<file path="src/rtl/race_pkg.sv">
// Shared definitions for the race sequencer and the Ethernet rx/tx packet blocks.
// Holds the game state codes, field widths and packet bit offsets.
package race_pkg;

   localparam int GAME_STAT_W = 3;
   localparam int COORD_W     = 11;

   typedef enum logic [GAME_STAT_W-1:0] {
      GS_IDLE      = 3'd0,
      GS_READY     = 3'd1,
      GS_COUNTDOWN = 3'd2,
      GS_RACE      = 3'd3,
      GS_DONE      = 3'd4
   } game_stat_t;

   // Packet layout: {reset, game, dir, y, x}, LSB first.
   localparam int PKT_X_OFS     = 0;
   localparam int PKT_Y_OFS     = PKT_X_OFS + COORD_W;
   localparam int PKT_DIR_OFS   = PKT_Y_OFS + COORD_W;
   localparam int PKT_DIR_W     = 2;
   localparam int PKT_GAME_OFS  = PKT_DIR_OFS + PKT_DIR_W;
   localparam int PKT_RESET_OFS = PKT_GAME_OFS + GAME_STAT_W;
   localparam int PKT_W         = PKT_RESET_OFS + 1;

   function automatic logic in_window(input logic [COORD_W-1:0] v,
                                      input logic [COORD_W-1:0] lo,
                                      input logic [COORD_W-1:0] hi);
      return (v >= lo) && (v <= hi);
   endfunction

endpackage

</file>
<file path="src/rtl/tx_scheduler.sv">
// Transmit request scheduler: one request per FRAME_DIV frames plus one per state change,
// coalesced into a single level request that is held until the transmitter acknowledges it.
module tx_scheduler #(
   parameter int unsigned FRAME_DIV = 1
) (
   input  logic clk_in,
   input  logic rst_in_n,
   input  logic frame_tick_in,
   input  logic state_changed_in,
   input  logic tx_ack_in,
   output logic tx_req_out
);

   localparam int DIV_W = (FRAME_DIV > 1) ? $clog2(FRAME_DIV) : 1;
   localparam logic [DIV_W-1:0] DIV_LAST = DIV_W'(FRAME_DIV - 1);

   logic [DIV_W-1:0] div_q;
   logic             frame_event;
   logic             any_event;
   logic             req_q;

   assign frame_event = frame_tick_in && (div_q == DIV_LAST);
   assign any_event   = frame_event || state_changed_in;

   always_ff @(posedge clk_in or negedge rst_in_n) begin
      if (!rst_in_n) begin
         div_q <= '0;
      end else if (frame_tick_in) begin
         div_q <= frame_event ? '0 : div_q + 1'b1;
      end
   end

   // A new event wins over an acknowledge in the same cycle, so the request re-arms.
   always_ff @(posedge clk_in or negedge rst_in_n) begin
      if (!rst_in_n) begin
         req_q <= 1'b0;
      end else begin
         req_q <= any_event || (req_q && !tx_ack_in);
      end
   end

   assign tx_req_out = req_q;

endmodule

</file>
<file path="src/rtl/race_controller.sv">
// Two-player race sequencer: link supervision, countdown, lap counting and
// the game state broadcast to the peer through the transmit scheduler.
module race_controller
   import race_pkg::*;
#(
   parameter int unsigned         FRAME_DIV    = 1,
   parameter int unsigned         COUNT_FRAMES = 60,
   parameter int unsigned         LAPS         = 3,
   parameter int unsigned         PEER_TIMEOUT = 120,
   parameter logic [COORD_W-1:0]  FINISH_Y     = 11'd400,
   parameter logic [COORD_W-1:0]  FINISH_X_LO  = 11'd128,
   parameter logic [COORD_W-1:0]  FINISH_X_HI  = 11'd256,
   parameter logic [COORD_W-1:0]  HALF_X       = 11'd512
) (
   input  logic                   clk_in,
   input  logic                   rst_in_n,
   input  logic                   start_in,
   input  logic                   frame_tick_in,
   input  logic                   rx_valid_in,
   input  logic [GAME_STAT_W-1:0] rx_game_in,
   input  logic                   rx_reset_in,
   input  logic [COORD_W-1:0]     player_x_in,
   input  logic [COORD_W-1:0]     player_y_in,
   input  logic                   tx_ack_in,
   output logic                   tx_req_out,
   output logic [GAME_STAT_W-1:0] game_stat_out,
   output logic                   move_en_out,
   output logic [1:0]             count_out,
   output logic [1:0]             lap_out,
   output logic                   win_out,
   output logic                   link_ok_out
);

   localparam int CD_W   = (COUNT_FRAMES > 1) ? $clog2(COUNT_FRAMES) : 1;
   localparam int LINK_W = $clog2(PEER_TIMEOUT + 1);
   localparam logic [CD_W-1:0]   CD_LAST  = CD_W'(COUNT_FRAMES - 1);
   localparam logic [LINK_W-1:0] LINK_MAX = LINK_W'(PEER_TIMEOUT);
   localparam logic [1:0]        LAPS_V   = 2'(LAPS);

   game_stat_t             state_q, state_d;
   logic [GAME_STAT_W-1:0] peer_stat_q;
   logic [1:0]             count_q, count_d;
   logic [1:0]             lap_q, lap_d;
   logic                   win_q, win_d;
   logic                   chk_q, chk_d;
   logic [CD_W-1:0]        cd_q, cd_d;
   logic [COORD_W-1:0]     prev_y_q;
   logic [LINK_W-1:0]      link_cnt_q, link_cnt_d;
   logic                   link_ok_q, link_ok_d;
   logic                   crossing;
   logic                   abort;
   logic                   state_changed;

   // Opponent fields and the finish-line history only move on their strobes.
   always_ff @(posedge clk_in or negedge rst_in_n) begin
      if (!rst_in_n) begin
         peer_stat_q <= '0;
         prev_y_q    <= '0;
      end else begin
         if (rx_valid_in)   peer_stat_q <= rx_game_in;
         if (frame_tick_in) prev_y_q    <= player_y_in;
      end
   end

   // Frames since the last peer packet; a packet in a tick cycle still clears it.
   always_comb begin
      link_cnt_d = link_cnt_q;
      if (rx_valid_in) begin
         link_cnt_d = '0;
      end else if (frame_tick_in && (link_cnt_q != LINK_MAX)) begin
         link_cnt_d = link_cnt_q + 1'b1;
      end
      link_ok_d = rx_valid_in || (link_ok_q && (link_cnt_d != LINK_MAX));
   end

   always_ff @(posedge clk_in or negedge rst_in_n) begin
      if (!rst_in_n) begin
         link_cnt_q <= '0;
         link_ok_q  <= 1'b0;
      end else begin
         link_cnt_q <= link_cnt_d;
         link_ok_q  <= link_ok_d;
      end
   end

   assign crossing = frame_tick_in
                  && (prev_y_q < FINISH_Y)
                  && (player_y_in >= FINISH_Y)
                  && in_window(player_x_in, FINISH_X_LO, FINISH_X_HI);

   assign abort = (rx_valid_in && rx_reset_in)
               || (!link_ok_q && ((state_q == GS_COUNTDOWN) || (state_q == GS_RACE)));

   always_comb begin
      state_d = state_q;
      count_d = count_q;
      lap_d   = lap_q;
      win_d   = win_q;
      chk_d   = chk_q;
      cd_d    = cd_q;
      if (abort) begin
         state_d = GS_IDLE;
         count_d = '0;
         lap_d   = '0;
         win_d   = 1'b0;
         chk_d   = 1'b0;
         cd_d    = '0;
      end else begin
         unique case (state_q)
            GS_IDLE: begin
               if (start_in) state_d = GS_READY;
            end
            GS_READY: begin
               if ((peer_stat_q >= GS_READY) && link_ok_q) begin
                  state_d = GS_COUNTDOWN;
                  count_d = 2'd3;
                  cd_d    = '0;
               end
            end
            GS_COUNTDOWN: begin
               if (frame_tick_in) begin
                  if (cd_q == CD_LAST) begin
                     cd_d = '0;
                     if (count_q == 2'd1) begin
                        state_d = GS_RACE;
                        count_d = '0;
                        chk_d   = 1'b0;
                     end else begin
                        count_d = count_q - 1'b1;
                     end
                  end else begin
                     cd_d = cd_q + 1'b1;
                  end
               end
            end
            GS_RACE: begin
               if (frame_tick_in) begin
                  if (player_x_in >= HALF_X) chk_d = 1'b1;
                  if (crossing && chk_q) begin
                     lap_d = lap_q + 1'b1;
                     chk_d = 1'b0;
                     if ((lap_q + 2'd1) == LAPS_V) begin
                        state_d = GS_DONE;
                        win_d   = (peer_stat_q != GS_DONE);
                     end
                  end
               end
               // The peer finishing first ends our race as a loss.
               if (peer_stat_q == GS_DONE) begin
                  state_d = GS_DONE;
                  win_d   = 1'b0;
               end
            end
            GS_DONE: begin
               if (start_in) begin
                  state_d = GS_IDLE;
                  lap_d   = '0;
                  win_d   = 1'b0;
               end
            end
            default: state_d = GS_IDLE;
         endcase
      end
   end

   always_ff @(posedge clk_in or negedge rst_in_n) begin
      if (!rst_in_n) begin
         state_q <= GS_IDLE;
         count_q <= '0;
         lap_q   <= '0;
         win_q   <= 1'b0;
         chk_q   <= 1'b0;
         cd_q    <= '0;
      end else begin
         state_q <= state_d;
         count_q <= count_d;
         lap_q   <= lap_d;
         win_q   <= win_d;
         chk_q   <= chk_d;
         cd_q    <= cd_d;
      end
   end

   assign state_changed = (state_d != state_q);

   tx_scheduler #(
      .FRAME_DIV(FRAME_DIV)
   ) u_tx_scheduler (
      .clk_in          (clk_in),
      .rst_in_n        (rst_in_n),
      .frame_tick_in   (frame_tick_in),
      .state_changed_in(state_changed),
      .tx_ack_in       (tx_ack_in),
      .tx_req_out      (tx_req_out)
   );

   assign game_stat_out = state_q;
   assign move_en_out   = (state_q == GS_RACE);
   assign count_out     = count_q;
   assign lap_out       = lap_q;
   assign win_out       = win_q;
   assign link_ok_out   = link_ok_q;

endmodule
</file>
<file path="config.mk">
export PLATFORM = sky130hd
export DESIGN_NAME = race_controller
export DESIGN_NICKNAME = d
export VERILOG_FILES = /design/src/rtl/race_pkg.sv /design/src/rtl/tx_scheduler.sv /design/src/rtl/race_controller.sv
export SDC_FILE = /design/constraint.sdc
export NUM_CORES = 1
export LEC_CHECK = 0
export CAP_MARGIN = 40
export CELL_PAD_IN_SITES_DETAIL_PLACEMENT = 1
export CELL_PAD_IN_SITES_GLOBAL_PLACEMENT = 2
export CORE_MARGIN = 2
export CORE_UTILIZATION = 33
export DETAILED_ROUTE_END_ITERATION = 10
export PLACE_DENSITY_LB_ADDON = 0.12
export RECOVER_POWER = 25
export SYNTH_ARGS = -nofsm -noshare
export SYNTH_HDL_FRONTEND = slang
export SYNTH_SLANG_ARGS = --single-unit
</file>
<file path="constraint.sdc">
create_clock -name clk_in -period 3 [get_ports clk_in]
set_clock_uncertainty 0.2 [all_clocks]
set_input_delay 0.75 -clock clk_in [delete_from_list [all_inputs] [get_ports clk_in]]
set_output_delay 0.75 -clock clk_in [all_outputs]
set_load 0.02 [all_outputs]
</file>
==> out/summary.txt <==
flops & latches, synth: 35
Worst EP required: 2050 ps
initial drt markers: 58
RSZ-0062 raised after global routing: false
clock root cell: clkbuf_8
Buffers & Inverters on Critical Path: 2
hold_buf cts: 0
worst-skew pair later-pin latency: 290 ps
worst-case clock buffer depth: 2
CTS tree: yes
Die ar.: 6540 µm²
drt wl/cell: 16.1 µm
fin util: 44.1%
crit path max-delay cell type: clkdlybuf4s50_1
layout cells sized above 1: 13.8%
GRT Total Usage: 17.8%
top_reg_cell synth: dfrtp_1
post-synthesis sequential area ratio: 44.9%
Synth area leader: dfrtp_1
post-CTS setup buffer count: 0
Final Hold Violating Endpoints: 0
ys async rst share: 100%
FP Rows: 28
Gate power share: 37.1%
critical path peak fanout: 6
slowest stage delay, CP: 630 ps
Syn Nets: 234
Slew Viols, Final: 0
worst slack, placed: 86.6 ps
vias: 1667
antenna violations before repair: 0
final global-route overflow total: 0
syn avg cell area: 9.90 µm²
number of flops mapped to enable cells by yosys: 0
post-synth top area share: 44.9%
Post-DP HPWL: 4000 µm
vias in the first global route: 1862
ant diodes: 0
Leak: 1.05 nW
Max-slew headroom: 38.9%
Mapped Area: 1950 µm²
DRC: 0
post-route ant nets: 0
PortBufs: 38
synth-to-layout area growth: 31.6%
Finish-stage setup viols: 0
Clock Power Share: 25.0%
internal power: 0.996 mW
status: finished clean
fin crit share: 91.7%
Vias/cell: 5.18
routability cong.: 0.818
Top delay family on crit path: buffers and inverters
cts repair resizes: 0
Starting Density: 33.5%
die height: 80.9 µm
Cell Pwr Density: 590 nW/µm²
CP Data Arrival Time: 1800 ps
setup TNS: 0 ps
Worst Hold Class: reg2reg
Seq pwr share: 37.9%
cell-by-cell trace of the critical path: nor2b_1 > nand2_1 > inv_1 > clkdlybuf4s50_1
Cell variety after synth: 59
drt pass-1 iters: 4
pin count of the biggest net entering global routing: 36
Worst Hold Slack: 302 ps
IO Pins: 43
final WL: 5200 µm
Max Clk Rate: 0.363 GHz
TritonCTS Buffers: 5
switching pwr: 0.518 mW
Setup CP Type: reg2out
first-pass GRT wire length: 8910 µm
VDD IR-drop max: 0.242 mV
Core Box Area: 5820 µm²
startpoint class of the critical path: flop
Worst-path clk slew: 70 ps
fin nets: 283
Syn Inst Count: 197
clock sink total: 35
Worst Tran Pin Value: 916 ps
setup ws final: 249 ps
htree depth: 2
min Tclk post-route: 2750 ps
synth warn: 0
max-cap check violation count: 0
die width: 80.9 µm
crit path capture type: output pin
switching part of the total: 34.2%
synth top area cells: dfrtp_1 (45%), mux2_2 (5.8%), o21ai_0 (3.6%)
==> cells in the mapped netlist, types with 3 or more instances <==
| library cell | number |
|---|---|
| a21oi_1 | 12 |
| and3_1 | 3 |
| dfrtp_1 | 35 |
| ha_1 | 5 |
| inv_1 | 10 |
| mux2_2 | 10 |
| nand2_1 | 15 |
| nand2b_1 | 3 |
| nand3_1 | 7 |
| nor2_1 | 12 |
| nor2b_1 | 4 |
| nor3_1 | 8 |
| nor4_1 | 3 |
| o21ai_0 | 14 |
==> registers in the layout, indices dropped and copies added, names as in the netlist <==
name                       cells
link_ok_out                    1
game_stat_out                  3
u_tx_scheduler.div_q           1
count_out                      2
peer_stat_q                    3
lap_out                        2
prev_y_q                       7
u_tx_scheduler.tx_req_out      1
cd_q                           6
win_out                        1
chk_q                          1
link_cnt_q                     7
==> kinds of logic (layout without fill, tap and decap cells) <==
kind of cell | Yosys count | after routing | share of synthesized area [%]
AND/OR/NAND/NOR | 70 | 70 | 19.8
AO/OA/AOI/OAI | 55 | 55 | 20.1
multiplexers | 11 | 11 | 6.29
flip-flops | 35 | 35 | 44.9
buffers and inverters | 17 | 67 | 3.91
adder cells (fa/ha/maj) | 5 | 5 | 3.21
XOR/XNOR | 4 | 4 | 1.80
==> per-stage QoR <==
stage / total power, mW / std cells / cell area, µm²
2_1_floorplan: 0.919 / 197 / 1950
3_3_place_gp: 1.12 / 314 / 2470
6_report: 1.51 / 322 / 2570
3_5_place_dp: 1.15 / 314 / 2470
4_1_cts: 1.54 / 322 / 2570
5_1_grt: 1.63 / 322 / 2570
==> worst reg2reg max path, stage by stage, from the launching register on <==
cell	delay [ps]
dfrtp_1	400
inv_1	140
ha_1	180
nand2_1	70
o31ai_1	550
nand3_1	160
o31a_1	160
o32a_1	350
==> per-layer routing <==
metal / global-route usage, % / vias up / part of all wire (%)
li1: - / 821 / -
met1: 22.4 / 815 / 45
met5: 0 / - / 0
met2: 30.7 / 27 / 51
met3: 4.22 / 4 / 3.4
met4: 4.24 / 0 / 0.67
==> final timing paths <==
check | from | to | slack (ps) | depth (start not counted)
min in group asynchronous | rst_in_n | lap_out[0]$_DFFE_PN0P_ | 920 | 2
hold / removal | prev_y_q[7]$_DFFE_PN0P_ | prev_y_q[7]$_DFFE_PN0P_ | 300 | 1
setup reg to reg | link_cnt_q[0]$_DFF_PN0_ | link_ok_out$_DFF_PN0_ | 680 | 7
max in group asynchronous | rst_in_n | u_tx_scheduler.div_q$_DFFE_PN0P_ | 1100 | 2
hold reg to reg | prev_y_q[7]$_DFFE_PN0P_ | prev_y_q[7]$_DFFE_PN0P_ | 300 | 1
setup / recovery | game_stat_out[2]$_DFF_PN0_ | move_en_out | 250 | 4
==> power groups by stage <==
stage               clock network [mW]  registers, mW  logic, mW
floorplan                            0          0.616      0.302
global placement                     0          0.578      0.546
detailed placement                   0          0.584      0.566
CTS                              0.398          0.576      0.568
global route                     0.417          0.584      0.624
finish                           0.378          0.574      0.562
==> area by class of cell <==
cell class,instances,area [µm²]
inverter,10,37.5
clock buffer,8,100
multi-input combinational,145,998
sequential,35,876
fill,684,3250
timing repair buffer,49,460
tap,75,93.8
==> cells in the final DEF (no fill, tap or decap), drive strengths merged, types with 3 or more instances in the layout <==
cell type / count
a21oi: 12
and3: 3
buf: 10
clkbuf: 9
clkdlybuf4s50: 37
dfrtp: 35
ha: 5
inv: 10
mux2: 10
nand2: 15
nand2b: 4
nand3: 7
nor2: 12
nor2b: 4
nor3: 8
nor3b: 3
nor4: 3
o21ai: 16
Power figures use the tool's default switching activity.
